`src/rtl/input_debouncer.sv`:
```
`default_nettype none
// ============================================================================
// Module      : input_debouncer
// Description : Board-pin conditioning for the four slide switches and the
//               north push-button. Each group is synchronised through two
//               flops and debounced with a reload counter. The block drives
//               stable levels and registered one-cycle change/press/release
//               strobes.
// Revision    : 1.0  initial release
// ============================================================================
module input_debouncer #(
    parameter int DEBOUNCE_CYCLES = 500000,
    parameter int CNT_W           = 19
) (
    input  logic       CLK_50MHZ,
    input  logic       RESET,
    input  logic       SW3,
    input  logic       SW2,
    input  logic       SW1,
    input  logic       SW0,
    input  logic       BTN_NORTH,
    output logic [3:0] SW_STABLE,
    output logic       SW_CHANGED,
    output logic       BTN_LEVEL,
    output logic       BTN_PRESS,
    output logic       BTN_RELEASE
);

    // Final count value. The candidate is accepted on the edge where the
    // counter holds this value, so DEBOUNCE_CYCLES counting edges elapse.
    localparam logic [CNT_W-1:0] c_cnt_max  = CNT_W'(DEBOUNCE_CYCLES - 1);
    localparam logic [CNT_W-1:0] c_cnt_zero = '0;
    localparam logic [CNT_W-1:0] c_cnt_one  = CNT_W'(1);

    logic [3:0]       w_sw_raw;

    // Synchroniser stages
    logic [3:0]       r_sw_s1;
    logic [3:0]       r_sw_s2;
    logic             r_bt_s1;
    logic             r_bt_s2;

    // Switch channel state
    logic [3:0]       r_sw_cand;
    logic [CNT_W-1:0] r_sw_cnt;
    logic [3:0]       r_sw_stable;
    logic             r_sw_changed;

    // Button channel state
    logic             r_bt_cand;
    logic [CNT_W-1:0] r_bt_cnt;
    logic             r_bt_level;
    logic             r_bt_press;
    logic             r_bt_release;

    // Channel decode
    logic             w_sw_new_cand;
    logic             w_sw_pending;
    logic             w_sw_accept;
    logic             w_bt_new_cand;
    logic             w_bt_pending;
    logic             w_bt_accept;

    assign w_sw_raw = {SW3, SW2, SW1, SW0};

    // Any difference between the synchronised pins and the candidate reloads
    // the whole group. A candidate that differs from the stable value
    // counts toward acceptance.
    assign w_sw_new_cand = (r_sw_s2 != r_sw_cand);
    assign w_sw_pending  = (r_sw_cand != r_sw_stable);
    assign w_sw_accept   = !w_sw_new_cand && w_sw_pending && (r_sw_cnt == c_cnt_max);

    assign w_bt_new_cand = (r_bt_s2 != r_bt_cand);
    assign w_bt_pending  = (r_bt_cand != r_bt_level);
    assign w_bt_accept   = !w_bt_new_cand && w_bt_pending && (r_bt_cnt == c_cnt_max);

    // Two-flop synchroniser on every raw pin
    always_ff @(posedge CLK_50MHZ) begin
        if (RESET) begin
            r_sw_s1 <= 4'b0000;
            r_sw_s2 <= 4'b0000;
            r_bt_s1 <= 1'b0;
            r_bt_s2 <= 1'b0;
        end else begin
            r_sw_s1 <= w_sw_raw;
            r_sw_s2 <= r_sw_s1;
            r_bt_s1 <= BTN_NORTH;
            r_bt_s2 <= r_bt_s1;
        end
    end

    // Switch group: candidate tracking, reload counter and registered strobe
    always_ff @(posedge CLK_50MHZ) begin
        if (RESET) begin
            r_sw_cand    <= 4'b0000;
            r_sw_cnt     <= c_cnt_zero;
            r_sw_stable  <= 4'b0000;
            r_sw_changed <= 1'b0;
        end else begin
            r_sw_changed <= 1'b0;
            if (w_sw_new_cand) begin
                r_sw_cand <= r_sw_s2;
                r_sw_cnt  <= c_cnt_zero;
            end else if (w_sw_accept) begin
                r_sw_stable  <= r_sw_cand;
                r_sw_changed <= 1'b1;
                r_sw_cnt     <= c_cnt_zero;
            end else if (w_sw_pending) begin
                r_sw_cnt <= r_sw_cnt + c_cnt_one;
            end else begin
                // Bounce back to the stable value: nothing pending
                r_sw_cnt <= c_cnt_zero;
            end
        end
    end

    // Button: same structure, plus direction-specific strobes
    always_ff @(posedge CLK_50MHZ) begin
        if (RESET) begin
            r_bt_cand    <= 1'b0;
            r_bt_cnt     <= c_cnt_zero;
            r_bt_level   <= 1'b0;
            r_bt_press   <= 1'b0;
            r_bt_release <= 1'b0;
        end else begin
            r_bt_press   <= 1'b0;
            r_bt_release <= 1'b0;
            if (w_bt_new_cand) begin
                r_bt_cand <= r_bt_s2;
                r_bt_cnt  <= c_cnt_zero;
            end else if (w_bt_accept) begin
                r_bt_level   <= r_bt_cand;
                r_bt_press   <= r_bt_cand;
                r_bt_release <= ~r_bt_cand;
                r_bt_cnt     <= c_cnt_zero;
            end else if (w_bt_pending) begin
                r_bt_cnt <= r_bt_cnt + c_cnt_one;
            end else begin
                r_bt_cnt <= c_cnt_zero;
            end
        end
    end

    assign SW_STABLE   = r_sw_stable;
    assign SW_CHANGED  = r_sw_changed;
    assign BTN_LEVEL   = r_bt_level;
    assign BTN_PRESS   = r_bt_press;
    assign BTN_RELEASE = r_bt_release;

endmodule
`default_nettype wire
```
`config.mk`:
```
export PLATFORM = sky130hd
export DESIGN_NAME = input_debouncer
export DESIGN_NICKNAME = d
export VERILOG_FILES = /design/src/rtl/input_debouncer.sv
export SDC_FILE = /design/constraint.sdc
export NUM_CORES = 1
export LEC_CHECK = 0
export BUFFER_PORTS_ARGS = -buffer_cell sky130_fd_sc_hd__clkbuf_2
export CAP_MARGIN = 20
export CORE_ASPECT_RATIO = 0.75
export CORE_MARGIN = 3
export CORE_UTILIZATION = 45
export DETAILED_ROUTE_END_ITERATION = 12
export PLACE_DENSITY = 0.69
export SLEW_MARGIN = 20
export SYNTH_ARGS = -nofsm -noshare
export SYNTH_HDL_FRONTEND = slang
export SYNTH_SLANG_ARGS = --single-unit
```
`constraint.sdc`:
```
create_clock -name CLK_50MHZ -period 1.7 [get_ports CLK_50MHZ]
set_input_delay 0.17 -clock CLK_50MHZ [delete_from_list [all_inputs] [get_ports CLK_50MHZ]]
set_output_delay 0.17 -clock CLK_50MHZ [all_outputs]
set_load 0.01 [all_outputs]
```
==> results.yml, run 1 <==
outcome:
  status: "completed"
cells_and_area:
  num_antenna_cells: 0
  n_fill_cell: 459
  final_common_cell: "dfxtp_1"
  mostFrequentLayoutCells: "dfxtp_1, buf_4, nor2_1, xnor2_1, nor3_1"
  nets: 348
  ff_latch_area_mm2: 0.00123
  multi_input_area_mm2: 0.00142
  area_growth_syn_to_layout_pct: 29.6
  drive_above_1_share: 0.305
sta:
  maxSlewHeadroom: 0.769
  rsz0062_at_grt: "true"
  clock.fmax_mhz: 601
  clock_skew_ps: 12.7
  worst_slack_ps: 35.4
  finalCritPeriodShare: 0.979
  period_needed_ps: 1660
  finalHoldViolCount: 0
  tightest_slew_ps: 343
  final_max_slew_viol_count: 0
  final-setup-viol-count: 0
setup_path:
  worstSetupPathType: "reg2reg"
  start_kind: "flip-flop"
  cp.required_ps: 1980
  cp-end-kind: "flip-flop"
  cp.arrival_ps: 1940
  cp_max_fo: 3
global_routing:
  grt_pass1_vias: 2052
  grt_first_pass_wirelength_mm: 8.97
  antenna_found_initial: 0
  track_usage: 0.171
  grt_start_max_net_pins: 24
  grt-ovfl-total: 0
detailed_routing:
  drtIter0Drc: 74
  wire_per_inst_um: 12.7
  num_vias: 2131
  viasPerCell: 5.09
  wirelength_mm: 5.32
  drcViolationCount: 0
  ant_nets: 0
  dr.pass1.iters: 4
placed_design:
  globalplace.congestion: 0.887
  numPortBuffers: 14
  post-dp-hpwl_mm: 3.78
  pre_cts_slack_ps: -101
synthesis:
  yosys-top-cells-area: "dfxtp_1, xnor2_1, nor2b_1, nor2_1, nor3_1"
  synthCells: 280
  synth_nets: 289
  ys_ff_latch: 61
  synth_warnings: 0
  syn_area_per_cell_um2: 9.32
  netlist_area_mm2: 0.00261
  synth_cell_type_count: 39
  ys_seq_area_frac: 0.468
  synth_edf_count: 0
  synthArstFlopShare: 0
  synth_ff_type: "dfxtp_1"
  synth_top_area_share: 0.468
  yosysTopAreaCell: "dfxtp_1"
worst_hold_path:
  hold_class: "in2reg"
die:
  initial_utilization: 0.477
  die_x_um: 93.9
  rows: 23
  ioPinCount: 15
  fp.dieH_um: 72.0
  dieArea_mm2: 0.00676
  coreArea_mm2: 0.00547
cts:
  htree_num_levels: 3
  hold_buffers: 0
  clk_path_buf_depth: 2
  cts_num_sinks: 61
  cts_buffers: 9
  clkLatencyLatePin_ps: 340
  cts-root-buf: "clkbuf_8"
  cts_tree: "yes"
  path_clk_slew_ps: 80
pwr:
  vdd_ir_drop_max_mv: 0.513
  finalPower_mw: 2.79
  power_leakage_nw: 1.16
  powerDensity_mw_per_mm2: 824
job:
  drv_cap: 0
## cells in the mapped netlist, types with 3 or more instances
master,n
nor2_1,26
o21ai_0,5
nor4_1,12
nor3_1,18
mux2i_1,5
nand2_1,11
nor2b_1,16
dfxtp_1,61
nand2b_1,11
or3_1,5
nand4_1,9
nand3_1,9
or4_1,3
xnor2_1,24
inv_1,9
clkbuf_1,6
a21oi_1,5
a211oi_1,4
xor2_1,10
## power breakdown
part	switching (mW)	leakage, nW	internal [mW]
clock	0.595	0.0954	0.680
combinational	0.0291	0.561	0.0303
sequential	0.00898	0.499	1.44
## through the flow
stage / instances / hold slack [ps] / utilization / TNS [ps] / cell area (µm²)
after global placement: 401 / 378 / 0.563 / 0 / 3080
after CTS: 418 / 9.91 / 0.606 / 0 / 3310
after global routing: 419 / 12.7 / 0.619 / -106 / 3380
after floorplan: 280 / 298 / - / -242 / 2640
final: 419 / 25.7 / 0.619 / 0 / 3380
after detailed placement: 401 / 382 / 0.563 / -101 / 3080
## cell families after synthesis
logic type	share of synthesized area
mux	0.0192
buf+inv	0.0254
simple gates	0.321
flops	0.468
fa+ha+maj	0.00959
xor+xnor	0.114
compound gates	0.0431
## final timing paths
check,cells after the start,to,from,slack (ps)
max reg2reg,5,r_bt_cnt[18],r_bt_cnt[0],40
max,5,r_bt_cnt[18],r_bt_cnt[0],40
min reg2reg,1,r_sw_s2[2],r_sw_s1[2],420
min,2,r_sw_s1[0],SW0,30
## worst max-delay path, cell delays in order, from the launching register on
cell,delay [ps]
dfxtp_2,360
ha_4,140
nand4_1,130
or4_4,530
or3_4,340
a21oi_2,110
## final cells by class
type / instances / share of cell area
clock inverter: 7 / 0.0226
sequential: 61 / 0.365
clock buffer: 9 / 0.0366
inverter: 9 / 0.00999
tap: 75 / 0.0277
timing repair buffer: 56 / 0.118
multi-input combinational: 202 / 0.420
## layer usage
metal	vias up	wire, µm	track usage
met5	-	0	0
met4	0	68	0.0753
met3	7	250	0.0653
met2	44	2430	0.260
met1	975	2570	0.219
li1	1105	-	-
## timing repair
item,4_1_cts,5_1_grt
setup buffers,1,1
gates resized for setup,7,18
pin swaps,3,5
endpoints found under the setup margin,2,27
## state kept, by name (all words and copies together), names as in the netlist, 4 cells and up
register / cells
r_bt_cnt: 19
r_sw_cnt: 19
SW_STABLE: 4
r_sw_cand: 4
r_sw_s1: 4
r_sw_s2: 4
Note: power is estimated with default switching activity, not from simulation.
==> inputs of run 2 (changes only) <==
--- a/config.mk
+++ b/config.mk
@@ -11,6 +11,7 @@
 export CORE_MARGIN = 3
 export CORE_UTILIZATION = 45
 export DETAILED_ROUTE_END_ITERATION = 12
+export GPL_TIMING_DRIVEN = 0
 export PLACE_DENSITY = 0.69
 export SLEW_MARGIN = 20
 export SYNTH_ARGS = -nofsm -noshare
==> results.yml, run 2 (synthesized netlist as in run 1, its figures left out) <==
cells_and_area:
  reg_top3: "r_bt_cnt: 19 flops, r_sw_cnt: 19 flops"
  ff_latch_area_mm2: 0.00128
  num_antenna_cells: 0
  drive_above_1_share: 0.339
  n_fill_cell: 442
  final_util: 0.641
  mostFrequentLayoutCells: "dfxtp_1, buf_4, xnor2_1, nor2_1, nor3_1"
  nets: 346
  final_common_cell: "dfxtp_1"
  area_growth_syn_to_layout_pct: 34.3
  multi_input_area_mm2: 0.00149
placed_design:
  globalplace.congestion: 0.887
  numPortBuffers: 14
  post-dp-hpwl_mm: 3.26
cts:
  cts_num_sinks: 61
  cts_buffers: 9
  path_clk_slew_ps: 80
  cts_tree: "yes"
  htree_num_levels: 3
  hold_buffers: 0
  cts-root-buf: "clkbuf_8"
  clkLatencyLatePin_ps: 350
  clk_path_buf_depth: 2
detailed_routing:
  wirelength_mm: 5.89
  num_vias: 2197
  dr.pass1.iters: 4
  ant_nets: 0
  drcViolationCount: 0
  wire_per_inst_um: 14.1
  drtIter0Drc: 75
  viasPerCell: 5.27
pwr:
  vdd_ir_drop_max_mv: 0.555
  finalPower_mw: 2.79
  power_leakage_nw: 1.17
  powerDensity_mw_per_mm2: 796
worst_hold_path:
  worstHoldEndpoint: "r_sw_s1[0]"
  hold_depth: 2
  hp-start: "SW0"
  hold_class: "in2reg"
global_routing:
  grt_pass1_vias: 2084
  track_usage: 0.180
  antenna_found_initial: 0
  grt_first_pass_wirelength_mm: 9.53
  grt-ovfl-total: 0
  grt_start_max_net_pins: 13
sta:
  finalHoldViolCount: 0
  tns_ps: -42.3
  period_needed_ps: 1730
  final-setup-viol-count: 2
  final_max_slew_viol_count: 0
  worst_slack_ps: -28.0
  clock.fmax_mhz: 579
  rsz0062_at_grt: "true"
  maxSlewHeadroom: 0.731
  finalCritPeriodShare: 1.02
  clock_skew_ps: 8.87
  tightest_slew_ps: 400
die:
  coreArea_mm2: 0.00547
  initial_utilization: 0.477
  rows: 23
  die_x_um: 93.9
  dieArea_mm2: 0.00676
  ioPinCount: 15
  fp.dieH_um: 72.0
outcome:
  status: "finished, violations left"
  violations: "negative setup slack"
setup_path:
  r2r_cells: 5
  cp-end-kind: "flip-flop"
  worstSetupPathType: "reg2reg"
  reg2reg_from: "r_sw_cnt[0]"
  start_kind: "flip-flop"
  regToRegSetupSlack_ps: -30
  cp.required_ps: 1970
  cp.arrival_ps: 2000
  r2r-end: "r_sw_cnt[18]"
  cp_max_fo: 4
job:
  drv_cap: 0
==> run 2: cell count changes in the layout (fill, tap and decap cells not counted), sizes merged <==
cell / previous run / this run
buf: 42 / 36
clkbuf: 23 / 27
inv: 9 / 11
clkinv: 4 / 3
clkinvlp: 2 / 1
==> run 2: power breakdown <==
part | total, mW | switching (mW) | internal (mW)
Combinational | 0.0617 | 0.0308 | 0.0309
Sequential | 1.43 | 0.00929 | 1.42
Clock | 1.30 | 0.613 | 0.683
Total | 2.79 | 0.653 | 2.14
==> run 2: routing by layer <==
layer | global-route usage | routed length [µm] | vias to the layer above
met5 | 0 | 0 | -
met1 | 0.228 | 2640 | 1052
met4 | 0.0881 | 71 | 0
li1 | - | - | 1097
met2 | 0.279 | 2930 | 41
met3 | 0.0601 | 238 | 7
==> run 2: metrics by stage <==
step	setup WS (ps)	hold WS (ps)	instance area (µm²)	std cells
2_1_floorplan	-82.4	298	2640	280
3_3_place_gp	-439	377	2800	369
3_5_place_dp	-464	385	2800	369
4_1_cts	-26.4	15.9	3290	405
5_1_grt	-90.6	29.4	3510	417
6_report	-28.0	26.5	3510	417
==> run 2: worst max path at each step <==
stage               slack [ps]  depth (start not counted)    startpoint           end
floorplan                  -80                          5   r_sw_cnt[0]  r_sw_cnt[18]
global placement          -440                          5   r_sw_cnt[0]  r_sw_cnt[11]
detailed placement        -460                          5   r_sw_cnt[0]   r_sw_cnt[6]
CTS                        -30                          6  r_bt_cnt[10]  r_bt_cnt[15]
global route               -90                          6  r_bt_cnt[11]  r_bt_cnt[12]
finish                     -30                          5   r_sw_cnt[0]  r_sw_cnt[18]
==> run 2: final cells by class <==
type / count / share of cell area
buffer: 7 / 0.0143
clock buffer: 9 / 0.0353
clock inverter: 7 / 0.0211
inverter: 9 / 0.00964
multi-input combinational: 202 / 0.424
sequential: 61 / 0.364
tap: 75 / 0.0268
timing repair buffer: 47 / 0.105
==> run 2: what timing repair did <==
action                     CTS  global route
setup endpoints to repair   43            42
cloned                       0             1
pin swaps                   15            11
setup buffers               21            11
resized for setup           42            34
==> run 2: worst max-delay path, stage by stage (launching register included) <==
cell and delay [ps]:
dfxtp_4 380, ha_4 150, nand4_4 90, or3_4 380, or4_4 430, a211oi_2 230
